$ cat config.mk
export PLATFORM = sky130hd
export DESIGN_NAME = fifo_rd_packer
export DESIGN_NICKNAME = d
export VERILOG_FILES = /design/src/rtl/fifo_rd_packer.sv
export SDC_FILE = /design/constraint.sdc
export NUM_CORES = 1
export LEC_CHECK = 0
export BUFFER_PORTS_ARGS = -buffer_cell sky130_fd_sc_hd__buf_2
export CAP_MARGIN = 20
export CORE_MARGIN = 2
export CORE_UTILIZATION = 55
export DETAILED_ROUTE_END_ITERATION = 7
export PLACE_DENSITY = 0.77
export SYNTH_ARGS = -nofsm -noshare
export SYNTH_HDL_FRONTEND = slang
export SYNTH_SLANG_ARGS = --single-unit
export TNS_END_PERCENT = 10
$ cat constraint.sdc
create_clock -name rd_clk -period 3.1 [get_ports rd_clk]
set_input_delay 0.155 -clock rd_clk [delete_from_list [all_inputs] [get_ports rd_clk]]
set_output_delay 0.155 -clock rd_clk [all_outputs]
set_load 0.02 [all_outputs]
$ cat src/rtl/fifo_rd_packer.sv
`default_nettype none
// ============================================================================
//  Module      : fifo_rd_packer
//  Description : Read-side consumer of an async FIFO (rd_clk domain). Pops
//                narrow words, packs RATIO of them into one wide word and
//                presents it on a valid/ready stream. A flush request emits
//                a partial group with its word count. One group assembles in
//                the pack register while the previous one waits on out_ready.
//  Revision    : 1.0 - initial release
// ============================================================================
module fifo_rd_packer #(
    parameter int DATA_W = 8,
    parameter int RATIO  = 4,
    parameter int CNT_W  = $clog2(RATIO + 1)
) (
    input  logic                      rd_clk,
    input  logic                      rd_rst,
    input  logic                      fifo_empty,
    output logic                      fifo_pop,
    input  logic [DATA_W-1:0]         fifo_rdata,
    input  logic                      flush,
    output logic                      out_valid,
    input  logic                      out_ready,
    output logic [DATA_W*RATIO-1:0]   out_data,
    output logic [CNT_W-1:0]          out_cnt,
    output logic                      busy
);

    localparam int PACK_W = DATA_W * RATIO;

    localparam logic [1:0] c_ST_FILL  = 2'd0;
    localparam logic [1:0] c_ST_FULL  = 2'd1;
    localparam logic [1:0] c_ST_FLUSH = 2'd2;

    localparam logic [CNT_W-1:0] c_RATIO_CNT = CNT_W'(RATIO);
    localparam logic [CNT_W-1:0] c_LAST_CNT  = CNT_W'(RATIO - 1);
    localparam logic [CNT_W-1:0] c_ONE_CNT   = CNT_W'(1);

    // Registered state
    logic [1:0]        r_state;
    logic [CNT_W-1:0]  r_cnt;        // words already landed in the pack register
    logic              r_rd_pend;    // pop issued last cycle, its data lands now
    logic              r_flush_req;
    logic [PACK_W-1:0] r_pack;
    logic              r_out_valid;
    logic [PACK_W-1:0] r_out_data;
    logic [CNT_W-1:0]  r_out_cnt;

    // Next-state values
    logic [1:0]        w_state_nxt;
    logic [CNT_W-1:0]  w_cnt_nxt;
    logic              w_flush_req_nxt;
    logic [PACK_W-1:0] w_pack_nxt;
    logic              w_out_valid_nxt;
    logic [PACK_W-1:0] w_out_data_nxt;
    logic [CNT_W-1:0]  w_out_cnt_nxt;

    // Helpers
    logic              w_slot_free;
    logic [CNT_W-1:0]  w_inflight;
    logic              w_pop;
    logic [CNT_W-1:0]  w_cnt_landed;
    logic [PACK_W-1:0] w_pack_landed;
    logic              w_group_done;

    // The output slot can take a new word if empty or being drained this edge.
    assign w_slot_free = !r_out_valid || out_ready;

    // Words landed plus the one still in flight; pops stop once a group is claimed.
    assign w_inflight = r_cnt + (r_rd_pend ? c_ONE_CNT : '0);

    // Reset gates the strobe so nothing is taken from the FIFO while held in reset.
    assign w_pop = rd_rst && (r_state == c_ST_FILL) && !fifo_empty &&
                   (w_inflight < c_RATIO_CNT) && !r_flush_req;

    assign w_cnt_landed = r_rd_pend ? (r_cnt + c_ONE_CNT) : r_cnt;
    assign w_group_done = r_rd_pend && (r_cnt == c_LAST_CNT);

    // Pack register image with the in-flight word written to lane r_cnt.
    always_comb begin
        w_pack_landed = r_pack;
        for (int k = 0; k < RATIO; k++) begin
            if (r_rd_pend && (r_cnt == CNT_W'(k))) begin
                w_pack_landed[k*DATA_W +: DATA_W] = fifo_rdata;
            end
        end
    end

    // Next-state and output-register logic for the FILL/FULL/FLUSH machine.
    always_comb begin
        w_state_nxt     = r_state;
        w_cnt_nxt       = w_cnt_landed;
        w_pack_nxt      = w_pack_landed;
        w_flush_req_nxt = r_flush_req || flush;
        w_out_valid_nxt = r_out_valid && !out_ready;
        w_out_data_nxt  = r_out_data;
        w_out_cnt_nxt   = r_out_cnt;

        case (r_state)
            c_ST_FILL: begin
                if (w_group_done && w_slot_free) begin
                    w_out_valid_nxt = 1'b1;
                    w_out_data_nxt  = w_pack_landed;
                    w_out_cnt_nxt   = c_RATIO_CNT;
                    w_cnt_nxt       = '0;
                    w_pack_nxt      = '0;
                    if (r_flush_req) begin
                        w_state_nxt = c_ST_FLUSH;
                    end
                end else if (w_group_done) begin
                    // Completed group parks here until the output slot frees up.
                    w_state_nxt = c_ST_FULL;
                end else if (r_flush_req) begin
                    w_state_nxt = c_ST_FLUSH;
                end
            end

            c_ST_FULL: begin
                if (w_slot_free) begin
                    w_out_valid_nxt = 1'b1;
                    w_out_data_nxt  = r_pack;
                    w_out_cnt_nxt   = c_RATIO_CNT;
                    w_cnt_nxt       = '0;
                    w_pack_nxt      = '0;
                    w_state_nxt     = r_flush_req ? c_ST_FLUSH : c_ST_FILL;
                end
            end

            c_ST_FLUSH: begin
                // An in-flight word still lands (defaults) before the flush resolves.
                if (!r_rd_pend) begin
                    if (r_cnt == '0) begin
                        w_flush_req_nxt = 1'b0;
                        w_state_nxt     = c_ST_FILL;
                    end else if (w_slot_free) begin
                        w_out_valid_nxt = 1'b1;
                        w_out_data_nxt  = r_pack;
                        w_out_cnt_nxt   = r_cnt;
                        w_cnt_nxt       = '0;
                        w_pack_nxt      = '0;
                        w_flush_req_nxt = 1'b0;
                        w_state_nxt     = c_ST_FILL;
                    end
                end
            end

            default: begin
                w_state_nxt = c_ST_FILL;
            end
        endcase
    end

    // State and datapath registers with synchronous active-low reset.
    always_ff @(posedge rd_clk) begin
        if (!rd_rst) begin
            r_state     <= c_ST_FILL;
            r_cnt       <= '0;
            r_rd_pend   <= 1'b0;
            r_flush_req <= 1'b0;
            r_pack      <= '0;
            r_out_valid <= 1'b0;
            r_out_data  <= '0;
            r_out_cnt   <= '0;
        end else begin
            r_state     <= w_state_nxt;
            r_cnt       <= w_cnt_nxt;
            r_rd_pend   <= w_pop;
            r_flush_req <= w_flush_req_nxt;
            r_pack      <= w_pack_nxt;
            r_out_valid <= w_out_valid_nxt;
            r_out_data  <= w_out_data_nxt;
            r_out_cnt   <= w_out_cnt_nxt;
        end
    end

    assign fifo_pop  = w_pop;
    assign out_valid = r_out_valid;
    assign out_data  = r_out_data;
    assign out_cnt   = r_out_cnt;
    assign busy      = (r_state != c_ST_FILL) || (r_cnt != '0) || r_rd_pend || r_out_valid;

endmodule
`default_nettype wire

==> impl_results.md <==
- Max rail drop VDD: 0.000276 V
- Final ANT Viol Nets: 0
- GP Congestion: just under 0.9
- First-pass GRT wire length: between 10000 and 15000 um
- Number of global-route vias before repair: 2724
- Full die area: 7200 sq um
- Vias per cell: 5.48
- Seq. cell area: 1500 sq um
- Commonest cells after routing, fill and taps aside: nand2_1, dfxtp_1, buf_2
- Worst Setup End Kind: flip-flop
- GRT overflow: 0
- Share of post-route cells with drive strength above 1: 0.240
- Post-synthesis instance area: 3600 sq um
- CP max FO: 16
- Period Utilization, post-route: 0.746
- Setup TNS: 0 ns
- Clock latency on the worst-skew pair: 0.35 ns
- NumNets Final: between 400 and 500
- DR pass1 iterations: 4
- Max_cap viols: 0
- Library cells used by synthesis: 35
- Root buf cell: clkbuf_8
- Cell family with most CP delay: simple AND/OR/NAND/NOR gates
- Worst-Margin Slew: 0.739 ns
- Total wire length: 7650 um
- Dpl cells: 515
- # port buffers: 50
- H-tree levels: 3
- Post-Synthesis Cells: 410
- Die W: between 80 and 90 um
- Area occupied by multi-input gates: 1900 sq um
- Fill cells: around 560
- Pins Over Slew Limit: 0
- Io pins: 51
- Final hold viol count: 0
- Buffers and inverters on the worst path: 2
- Post-detail-place hpwl: 5040 um
- Most common cell after layout, fill and taps aside: nand2_1
- Unrepaired setup endpoints after global routing: no
- Pin count of the biggest net entering global routing: 43
- CTS sink cnt: 75
- Status: finished clean
- Fmax: about 430 MHz
- CP peak stage delay: 0.43 ns
- Layout Cells excl Fill: about 530
- Synth warn: 0
- Die Ht: 84.9 um
- Post-Synthesis Net Count: roughly 430
- Leakage power: 1.75 nW
- Drt drc: 0
- CP cell instances: inv_1 -> ha_1 -> nor2b_1 -> o21a_1 -> a2111o_1 -> buf_4 -> mux2i_1
- Total power draw: around 0.002 W
- Seq cells post-synth: 75
- Hold Crit Class: input port to flip-flop
- Wire per inst: 14.4 um
- Setup-failing EPs final: 0
- TritonCTS clock tree: done
- WP data required: 3.38 ns
- P&R area growth vs syn: 12.5%
- Total CTS buffers: 9
- Row count: 29
- Power Density: ~490 nW/um^2
- Worst-case clock skew: 0.0126 ns
- Diode count: 0
- Min Tclk post-route: about 2.3 ns
- Headroom to the max-slew limit: 0.507
- Core area: 6350 sq um
- DR vias: slightly below 3000
- Initial DRC Count: 150
- CTS clk-pin slew, worst paths: 0.08 ns
- Total track usage: 0.225
- CP max stage cell: nor2b_1
- Initial Util: 0.566
- Avg Cell Area, Syn: 8.77 sq um
- Critical Path AT: between 2 and 3 ns
- Register area share after synthesis: 0.418
- Clk buf depth: 2
- Initial antenna violation count: 0
- WS Path Type: flip-flop to flip-flop
- Crit path launch type: flip-flop
layer usage:
| layer | routed length (um) | share of wire | track usage |
|---|---|---|---|
| met5 | 0 | 0 | 0 |
| met4 | 134 | 0.018 | 0.0996 |
| met3 | 313 | 0.041 | 0.0370 |
| met2 | 3530 | 0.46 | 0.355 |
| met1 | 3680 | 0.48 | 0.306 |
worst reg2reg max path: stages, from the launching register on:
cell and delay (ns):
dfxtp_1 0.37, inv_1 0.10, ha_1 0.39, nor2b_1 0.44, o21a_1 0.27, a2111o_1 0.15
buf_4 0.28, mux2i_1 0.25
timing repair:
action                                 CTS  global route
hold buffers                             1             0
buffers inserted                         0             0
gates resized for setup                  0             0
endpoints found under the hold margin    1             0
state kept, by name (all words and copies together) (netlist names):
register / count
r_pack: 32
out_data: 32
out_cnt: 3
r_rd_pend: 1
r_state: 2
out_valid: 1
r_cnt: 3
r_flush_req: 1
Yosys cell counts:
| master | instances | area share |
|---|---|---|
| buf_2 | 12 | 0.017 |
| xnor2_1 | 1 | 0.0024 |
| nand2b_1 | 2 | 0.0035 |
| nor3_1 | 1 | 0.0014 |
| nor4_1 | 2 | 0.0035 |
| o221a_2 | 1 | 0.0031 |
| o21a_1 | 1 | 0.0021 |
| nand2_1 | 115 | 0.12 |
| and2_1 | 1 | 0.0017 |
| a2bb2oi_1 | 1 | 0.0024 |
| nor2b_1 | 3 | 0.0052 |
| a21oi_1 | 35 | 0.049 |
| inv_1 | 8 | 0.0084 |
| buf_4 | 2 | 0.0042 |
| o21ai_0 | 4 | 0.0056 |
| mux2_2 | 32 | 0.10 |
| nor4_2 | 1 | 0.0035 |
| a21oi_2 | 1 | 0.0024 |
| mux2i_1 | 36 | 0.10 |
| a32o_1 | 1 | 0.0028 |
| nor4bb_1 | 3 | 0.0084 |
| ha_1 | 10 | 0.035 |
| nand3b_1 | 2 | 0.0042 |
| a311oi_1 | 1 | 0.0024 |
| a2111o_1 | 1 | 0.0031 |
| nor2_1 | 7 | 0.0073 |
| a211oi_1 | 3 | 0.0063 |
| buf_6 | 4 | 0.013 |
| o31ai_1 | 1 | 0.0021 |
| or3_1 | 1 | 0.0017 |
| nand3_1 | 27 | 0.038 |
| o311a_1 | 1 | 0.0028 |
| dfxtp_1 | 75 | 0.42 |
| clkbuf_1 | 13 | 0.014 |
| o41ai_4 | 1 | 0.0077 |
kinds of logic (layout without fill, tap and decap cells):
family / count (synthesis) / count (layout) / share of synthesized area
adders and majority gates: 10 / 10 / 0.0348
DFF: 75 / 75 / 0.418
AOI/OAI and AO/OA: 52 / 52 / 0.0915
and+or+nand+nor: 165 / 165 / 0.198
buffers and inverters: 39 / 83 / 0.0553
muxes: 68 / 68 / 0.200
xor gates and xnor gates: 1 / 1 / 0.00244
final timing paths:
kind                    startpoint                         to  slack (ns)  cells after the start
min                          flush     r_flush_req$_SDFF_PN0_        0.08                      2
max            r_cnt[0]$_SDFF_PN0_  out_data[13]$_SDFFE_PN0P_        0.79                      7
min reg2reg  r_pack[28]$_SDFF_PN0_      r_pack[28]$_SDFF_PN0_        0.45                      2
max reg2reg    r_cnt[0]$_SDFF_PN0_  out_data[13]$_SDFFE_PN0P_        0.79                      7
final cells by class:
class | instances | share of cell area
clock buffers | 11 | 0.0350
clock inverters | 4 | 0.0127
inverters | 8 | 0.00743
multi-input cells | 296 | 0.469
flip-flops and latches | 75 | 0.371
well taps | 77 | 0.0238
repair buffers | 60 | 0.0811
per-stage QoR:
stage                     setup slack (ns)   util  hold WS (ns)  area (sq um)
after floorplan                       1.15      -         0.234          3600
after global placement               0.900  0.605         0.340          3840
after detailed placement             0.798  0.605         0.340          3840
after CTS                            0.764  0.637        0.0793          4040
after global routing                 0.611  0.637        0.0830          4040
final                                0.788  0.637        0.0843          4040
power breakdown:
part	leakage (nW)	internal (W)	total, W	switching (W)
Combinational	1.05	0.0000955	0.000253	0.000157
Clock	0.0954	0.000390	0.000744	0.000355
Sequential	0.605	0.000981	0.00100	0.0000189
Note: power is estimated with default switching activity, not from simulation.
